--- src/rtl/alu_issue_pkg.sv ---
// Shared ALU opcode encodings and RV64 integer-op decode constants.
// Used by the issue stage and by the ALU that consumes its output.
package alu_issue_pkg;

    typedef enum logic [3:0] {
        ALU_ADD = 4'b0000,
        ALU_SUB = 4'b0001,
        ALU_SLL = 4'b0010,
        ALU_XOR = 4'b0011,
        ALU_SRL = 4'b0100,
        ALU_OR  = 4'b0101,
        ALU_AND = 4'b0110,
        ALU_ILL = 4'b1111
    } alu_opr_e;

    localparam logic [6:0] OPC_OP     = 7'b0110011;
    localparam logic [6:0] OPC_OP_IMM = 7'b0010011;

    localparam logic [2:0] F3_ADD_SUB = 3'b000;
    localparam logic [2:0] F3_SLL     = 3'b001;
    localparam logic [2:0] F3_SLT     = 3'b010;
    localparam logic [2:0] F3_SLTU    = 3'b011;
    localparam logic [2:0] F3_XOR     = 3'b100;
    localparam logic [2:0] F3_SRL_SRA = 3'b101;
    localparam logic [2:0] F3_OR      = 3'b110;
    localparam logic [2:0] F3_AND     = 3'b111;

    localparam logic [6:0] F7_BASE = 7'b0000000;
    localparam logic [6:0] F7_ALT  = 7'b0100000;

    // RV64 immediate shifts carry a 6-bit shamt; the bits above it must be zero.
    localparam logic [5:0] SHAMT_HI_ZERO = 6'b000000;

    typedef struct packed {
        alu_opr_e   opr;
        logic [4:0] rd;
        logic       we;
        logic       illegal;
    } issue_ctrl_t;

    localparam issue_ctrl_t CTRL_RESET = '{opr: ALU_ILL, rd: 5'd0, we: 1'b0, illegal: 1'b0};

    function automatic logic is_shift(input alu_opr_e opr);
        return (opr == ALU_SLL) || (opr == ALU_SRL);
    endfunction

endpackage

--- src/rtl/alu_issue_decode.sv ---
// Combinational RV64 integer-op decoder: maps an instruction word plus
// register values onto an ALU opcode, operands and writeback control.
module alu_issue_decode
    import alu_issue_pkg::*;
#(
    parameter int XLEN = 64
) (
    input  logic [31:0]     instr,
    input  logic [XLEN-1:0] rs1_data,
    input  logic [XLEN-1:0] rs2_data,
    output issue_ctrl_t     ctrl,
    output logic [XLEN-1:0] data1,
    output logic [XLEN-1:0] data2
);

    logic [6:0]  opcode_s;
    logic [2:0]  funct3_s;
    logic [6:0]  funct7_s;
    logic        shamt_ok_s;
    logic        legal_s;
    alu_opr_e    opr_s;
    logic [4:0]  rd_s;
    logic        unused_rs1_field_s;

    assign opcode_s           = instr[6:0];
    assign funct3_s           = instr[14:12];
    assign funct7_s           = instr[31:25];
    assign rd_s               = instr[11:7];
    assign shamt_ok_s         = (instr[31:26] == SHAMT_HI_ZERO);
    assign unused_rs1_field_s = ^instr[19:15];

    // Opcode selection; anything not explicitly listed stays illegal.
    always_comb begin
        opr_s = ALU_ILL;
        case (opcode_s)
            OPC_OP: begin
                case (funct3_s)
                    F3_ADD_SUB: begin
                        if (funct7_s == F7_BASE) begin
                            opr_s = ALU_ADD;
                        end else if (funct7_s == F7_ALT) begin
                            opr_s = ALU_SUB;
                        end else begin
                            opr_s = ALU_ILL;
                        end
                    end
                    F3_SLL:     opr_s = (funct7_s == F7_BASE) ? ALU_SLL : ALU_ILL;
                    F3_XOR:     opr_s = (funct7_s == F7_BASE) ? ALU_XOR : ALU_ILL;
                    F3_SRL_SRA: opr_s = (funct7_s == F7_BASE) ? ALU_SRL : ALU_ILL;
                    F3_OR:      opr_s = (funct7_s == F7_BASE) ? ALU_OR  : ALU_ILL;
                    F3_AND:     opr_s = (funct7_s == F7_BASE) ? ALU_AND : ALU_ILL;
                    default:    opr_s = ALU_ILL;
                endcase
            end
            OPC_OP_IMM: begin
                case (funct3_s)
                    F3_ADD_SUB: opr_s = ALU_ADD;
                    F3_SLL:     opr_s = shamt_ok_s ? ALU_SLL : ALU_ILL;
                    F3_XOR:     opr_s = ALU_XOR;
                    F3_SRL_SRA: opr_s = shamt_ok_s ? ALU_SRL : ALU_ILL;
                    F3_OR:      opr_s = ALU_OR;
                    F3_AND:     opr_s = ALU_AND;
                    default:    opr_s = ALU_ILL;
                endcase
            end
            default: opr_s = ALU_ILL;
        endcase
    end

    assign legal_s = (opr_s != ALU_ILL);

    // Operand selection: register, truncated shamt, or immediate.
    always_comb begin
        data1 = {XLEN{1'b0}};
        data2 = {XLEN{1'b0}};
        if (!legal_s) begin
            data1 = {XLEN{1'b0}};
            data2 = {XLEN{1'b0}};
        end else if (opcode_s == OPC_OP) begin
            data1 = rs1_data;
            if (is_shift(opr_s)) begin
                data2 = {{(XLEN-6){1'b0}}, rs2_data[5:0]};
            end else begin
                data2 = rs2_data;
            end
        end else begin
            data1 = rs1_data;
            if (is_shift(opr_s)) begin
                data2 = {{(XLEN-6){1'b0}}, instr[25:20]};
            end else begin
                data2 = {{(XLEN-12){instr[31]}}, instr[31:20]};
            end
        end
    end

    assign ctrl.opr     = opr_s;
    assign ctrl.rd      = rd_s;
    assign ctrl.we      = legal_s && (rd_s != 5'd0);
    assign ctrl.illegal = !legal_s;

endmodule

--- src/rtl/alu_issue_stage.sv ---
// ALU issue stage: registered decode behind a two-entry skid buffer
// (output slot + skid slot) and a saturating illegal-instruction counter.
module alu_issue_stage
    import alu_issue_pkg::*;
#(
    parameter int XLEN  = 64,
    parameter int CNT_W = 16
) (
    input  logic             clk,
    input  logic             rst,
    input  logic             in_valid,
    output logic             in_ready,
    input  logic [31:0]      in_instr,
    input  logic [XLEN-1:0]  in_rs1_data,
    input  logic [XLEN-1:0]  in_rs2_data,
    output logic             out_valid,
    input  logic             out_ready,
    output logic [3:0]       out_alu_opr,
    output logic [XLEN-1:0]  out_data1,
    output logic [XLEN-1:0]  out_data2,
    output logic [4:0]       out_rd,
    output logic             out_we,
    output logic             out_illegal,
    output logic [CNT_W-1:0] illegal_cnt
);

    issue_ctrl_t       dec_ctrl_s;
    logic [XLEN-1:0]   dec_data1_s;
    logic [XLEN-1:0]   dec_data2_s;

    issue_ctrl_t       out_ctrl_r;
    logic [XLEN-1:0]   out_data1_r;
    logic [XLEN-1:0]   out_data2_r;
    logic              out_valid_r;

    issue_ctrl_t       skid_ctrl_r;
    logic [XLEN-1:0]   skid_data1_r;
    logic [XLEN-1:0]   skid_data2_r;
    logic              skid_valid_r;

    logic [CNT_W-1:0]  illegal_cnt_r;
    logic              accept_s;
    logic              out_free_s;

    alu_issue_decode #(.XLEN(XLEN)) u_decode (
        .instr    (in_instr),
        .rs1_data (in_rs1_data),
        .rs2_data (in_rs2_data),
        .ctrl     (dec_ctrl_s),
        .data1    (dec_data1_s),
        .data2    (dec_data2_s)
    );

    // Ready depends only on held state, so out_ready never reaches in_ready.
    assign in_ready   = !skid_valid_r && !rst;
    assign accept_s   = in_valid && in_ready;
    assign out_free_s = !out_valid_r || out_ready;

    // Output slot / skid slot sequencing.
    always_ff @(posedge clk) begin
        if (rst) begin
            out_valid_r  <= 1'b0;
            out_ctrl_r   <= CTRL_RESET;
            out_data1_r  <= {XLEN{1'b0}};
            out_data2_r  <= {XLEN{1'b0}};
            skid_valid_r <= 1'b0;
            skid_ctrl_r  <= CTRL_RESET;
            skid_data1_r <= {XLEN{1'b0}};
            skid_data2_r <= {XLEN{1'b0}};
        end else if (out_free_s) begin
            if (skid_valid_r) begin
                out_valid_r  <= 1'b1;
                out_ctrl_r   <= skid_ctrl_r;
                out_data1_r  <= skid_data1_r;
                out_data2_r  <= skid_data2_r;
                skid_valid_r <= 1'b0;
            end else if (accept_s) begin
                out_valid_r  <= 1'b1;
                out_ctrl_r   <= dec_ctrl_s;
                out_data1_r  <= dec_data1_s;
                out_data2_r  <= dec_data2_s;
            end else begin
                out_valid_r  <= 1'b0;
            end
        end else if (accept_s) begin
            // Output slot stalled: park the new instruction in the skid slot.
            skid_valid_r <= 1'b1;
            skid_ctrl_r  <= dec_ctrl_s;
            skid_data1_r <= dec_data1_s;
            skid_data2_r <= dec_data2_s;
        end else begin
            skid_valid_r <= skid_valid_r;
        end
    end

    // Saturating count of accepted illegal instructions.
    always_ff @(posedge clk) begin
        if (rst) begin
            illegal_cnt_r <= {CNT_W{1'b0}};
        end else if (accept_s && dec_ctrl_s.illegal && (illegal_cnt_r != {CNT_W{1'b1}})) begin
            illegal_cnt_r <= illegal_cnt_r + {{(CNT_W-1){1'b0}}, 1'b1};
        end else begin
            illegal_cnt_r <= illegal_cnt_r;
        end
    end

    assign out_valid   = out_valid_r;
    assign out_alu_opr = out_ctrl_r.opr;
    assign out_data1   = out_data1_r;
    assign out_data2   = out_data2_r;
    assign out_rd      = out_ctrl_r.rd;
    assign out_we      = out_ctrl_r.we;
    assign out_illegal = out_ctrl_r.illegal;
    assign illegal_cnt = illegal_cnt_r;

endmodule

--- config.mk ---
export PLATFORM = sky130hd
export DESIGN_NAME = alu_issue_stage
export DESIGN_NICKNAME = d
export VERILOG_FILES = /design/src/rtl/alu_issue_pkg.sv /design/src/rtl/alu_issue_decode.sv /design/src/rtl/alu_issue_stage.sv
export SDC_FILE = /design/constraint.sdc
export NUM_CORES = 1
export LEC_CHECK = 0
export CAP_MARGIN = 10
export CORE_ASPECT_RATIO = 0.5
export CORE_MARGIN = 2
export CORE_UTILIZATION = 45
export DETAILED_ROUTE_END_ITERATION = 16
export PLACE_DENSITY = 0.77
export SETUP_SLACK_MARGIN = 0.05
export SYNTH_ARGS = -nofsm -noshare
export SYNTH_HDL_FRONTEND = slang
export SYNTH_SLANG_ARGS = --single-unit
export TNS_END_PERCENT = 20
--- constraint.sdc ---
create_clock -name clk -period 3.2 [get_ports clk]
set_clock_uncertainty 0.05 [all_clocks]
set_input_delay 0.96 -clock clk [delete_from_list [all_inputs] [get_ports clk]]
set_output_delay 0.96 -clock clk [all_outputs]
set_load 0.03 [all_outputs]
==> results.sh <==
export IMPL_grt_pass1_vias=12361
export IMPL_synth_most_common_cell="dfxtp_1"
export IMPL_drtIter0Drc=1295
export IMPL_die_w_um=246
export IMPL_crit_fanout=53
export IMPL_cp_arrival_ns=3.48
export IMPL_rr_endpoint="out_data2[5]$_SDFFE_PP0P_"
export IMPL_synth_fp_nets=1844
export IMPL_rr_startpoint="skid_valid_r$_SDFFE_PP0P_"
export IMPL_yosys_warnings=0
export IMPL_status="finished, final reports clean"
export IMPL_slowest_stage="or4_1"
export IMPL_htree_levels=1
export IMPL_drv_slew=0
export IMPL_syn_area_um2=13200
export IMPL_cp_buffers_inverters=3
export IMPL_worst_slack_ns=0.116
export IMPL_postRouteWirelength_um=42900
export IMPL_fmax_mhz=324
export IMPL_drive_gt1_share_pct=8.07
export IMPL_power_leakage_nw=6.47
export IMPL_routedWlPerCell_um=18.2
export IMPL_grt_pass1_wl_um=67300
export IMPL_cts_buffers=26
export IMPL_syn_instance_count=1679
export IMPL_critPathLaunch="in_instr[27]"
export IMPL_synth_area_leader_cell="dfxtp_1"
export IMPL_crit_required_ns=3.59
export IMPL_layout_nets=2103
export IMPL_vias=13613
export IMPL_report_final_hold_viol_count=0
export IMPL_vdd_drop_max_mv=0.380
export IMPL_grt_overflow_total=0
export IMPL_die_h_um=125
export IMPL_critPathMaxStageDelay_ns=0.57
export IMPL_period_share_pct=96.4
export IMPL_end_kind="flip-flop"
export IMPL_clock_sinks=296
export IMPL_synth_async_reset_ratio_pct=0
export IMPL_ff2ff_path_depth=5
export IMPL_ys_seq_elements=296
export IMPL_setup_violations=0
export IMPL_worstMarginPinSlew_ns=0.824
export IMPL_clk_pin_slew_ns=0.07
export IMPL_final_util_pct=62.8
export IMPL_cp_depth=8
export IMPL_start_kind="primary input"
export IMPL_place_area_um2=17200
export IMPL_hold_buffers=0
export IMPL_synthTopCellsByArea="dfxtp_1 45%, a21oi_1 9.8%, nand2_1 7.1%"
export IMPL_cp_cell_sequence="clkdlybuf4s50_1, nor4_2, buf_4, a31oi_1, or4_1, or3_2, buf_12, o311ai_1"
export IMPL_area_growth_pct=37.6
export IMPL_antenna_found_initial=2
export IMPL_maxCapViolCount=0
export IMPL_pre_cts_slack_ns=-0.449
export IMPL_nFillCells=2507
export IMPL_min_from="out_illegal$_SDFFE_PP0P_"
export IMPL_drtPass1Iterations=5
export IMPL_avgSynthCellArea_um2=7.87
export IMPL_dp_cells=2301
export IMPL_layoutNonFillerInstCount=2350
export IMPL_slew_headroom_pct=45.1
export IMPL_drt_vias_per_instance=5.79
export IMPL_ant_nets=0
export IMPL_die_area_um2=30800
export IMPL_critical_path_class="in2reg"
export IMPL_post_cts_setup_buffers=0
export IMPL_row_count=44
export IMPL_grt_util_all_layers_pct=26.5
export IMPL_ys_flop_type="dfxtp_1"
export IMPL_p_per_area_nw_per_um2=468
export IMPL_dp_hpwl_um=27000
export IMPL_reg2reg_slack_ns=1.00
export IMPL_clock_path_buffers=3
export IMPL_yosys_area_top_type_share_pct=44.8
export IMPL_cts_resized=0
export IMPL_start_util_pct=45.6
export IMPL_cts_root_buffer="clkbuf_16"
export IMPL_drc=0
export IMPL_synth_edf_count=0
export IMPL_worstHoldPathType="reg2reg"
export IMPL_yosys_cell_types_count=54
export IMPL_placement_io_buffers=315
export IMPL_synth_seq_area_share_pct=44.8
export IMPL_endpoint="skid_data2_r[57]$_SDFFE_PP0P_"
export IMPL_clk_latency_ns=0.54
export IMPL_fin_area_um2=18200
export IMPL_fp_coreArea_um2=29000
export IMPL_fin_crit_ns=3.08
export IMPL_grt_start_max_net_pins=99
export IMPL_place_gp_congestion=0.862
export IMPL_synthTopCellsByCount="296 x dfxtp_1, 258 x a21oi_1, 250 x nand2_1, 186 x nand3_1, 169 x nor2_1"
export IMPL_num_io_pins=321
export IMPL_timing_critical_path_max_delay_family="simple AND/OR/NAND/NOR gates"
export IMPL_rsz0062_at_grt="yes"
export IMPL_cts_tree="built"
==> how the worst min path moves through the flow <==
stage,end,slack [ns],cells after the start
2_1_floorplan,skid_ctrl_r[8]$_SDFFE_PP1P_,0.38,1
3_3_place_gp,out_illegal$_SDFFE_PP0P_,0.39,2
3_5_place_dp,out_illegal$_SDFFE_PP0P_,0.40,2
4_1_cts,out_illegal$_SDFFE_PP0P_,0.40,2
5_1_grt,skid_data1_r[13]$_SDFFE_PP0P_,0.42,2
6_report,out_illegal$_SDFFE_PP0P_,0.40,2
==> metal layers <==
layer  vias up  global-route usage, %  part of all wire [%]
li1       6578                      -                     -
met4         0                   9.96                   3.6
met3        85                   3.59                   5.5
met5         -                      0                     0
met1      6446                   35.4                    43
met2       504                   43.7                    48
==> where the power goes <==
group,total [mW],internal (mW),switching [mW]
Sequential,3.81,3.76,0.0477
Clock,3.61,2.19,1.43
Combinational,1.09,0.477,0.613
==> sequential cells by signal, summed over array words and instances (netlist names) <==
signal	count
out_alu_opr	4
out_illegal	1
out_we	1
illegal_cnt	16
out_data2	64
skid_ctrl_r	11
out_rd	5
out_data1	64
out_valid	1
skid_data1_r	64
skid_valid_r	1
skid_data2_r	64
==> layout make-up <==
class / instances / area, um2 / share of cell area (%)
clock inverters: 8 / 190 / 1.05
inverters: 4 / 15.0 / 0.0826
repair buffers: 407 / 4120 / 22.7
clock buffers: 39 / 791 / 4.35
well taps: 391 / 489 / 2.69
flip-flops and latches: 296 / 5930 / 32.6
multi-input cells: 1203 / 6640 / 36.5
diodes: 2 / 5.00 / 0.0275
==> worst reg2reg max path, cell delays in order (launching register included) <==
cell and delay (ns):
dfxtp_4 0.35, buf_4 0.41, buf_4 0.74, nor3_1 0.16, a211oi_1 0.27, nor3_1 0.08
==> layout by cell type (no fill, tap or decap), types with 6 or more instances in the layout <==
cell type | netlist | final
o21ai_0 | 8 | 8
buf_12 | 0 | 22
bufinv_16 | 0 | 6
dfxtp_1 | 296 | 295
clkdlybuf4s50_1 | 0 | 313
a41o_1 | 53 | 53
a211oi_1 | 78 | 78
nand3_1 | 186 | 186
clkbuf_16 | 0 | 27
nor3_1 | 29 | 28
nand2_1 | 250 | 248
nor4_1 | 7 | 7
nor2_1 | 169 | 166
o311ai_1 | 51 | 51
a21oi_1 | 258 | 258
buf_4 | 0 | 70
xnor2_1 | 13 | 13
or4_1 | 7 | 7
mux2i_1 | 19 | 18
clkbuf_8 | 0 | 8
==> cells by family after synthesis <==
kind of cell,after synthesis,synth area share [%]
AOI/OAI and AO/OA,483,24.0
xor gates and xnor gates,15,0.994
adders and majority gates,1,0.0947
buffers and inverters,180,5.65
DFF,296,44.8
muxes,20,1.54
and+or+nand+nor,684,22.9
==> stage by stage <==
step	total power, mW	TNS (ns)	hold slack, ns
floorplan	4.41	0	0.380
global placement	4.97	-55.45	0.390
detailed placement	4.97	-65.39	0.395
CTS	8.58	0	0.403
global route	8.81	0	0.422
finish	8.52	0	0.404
Power figures use the tool's default switching activity.
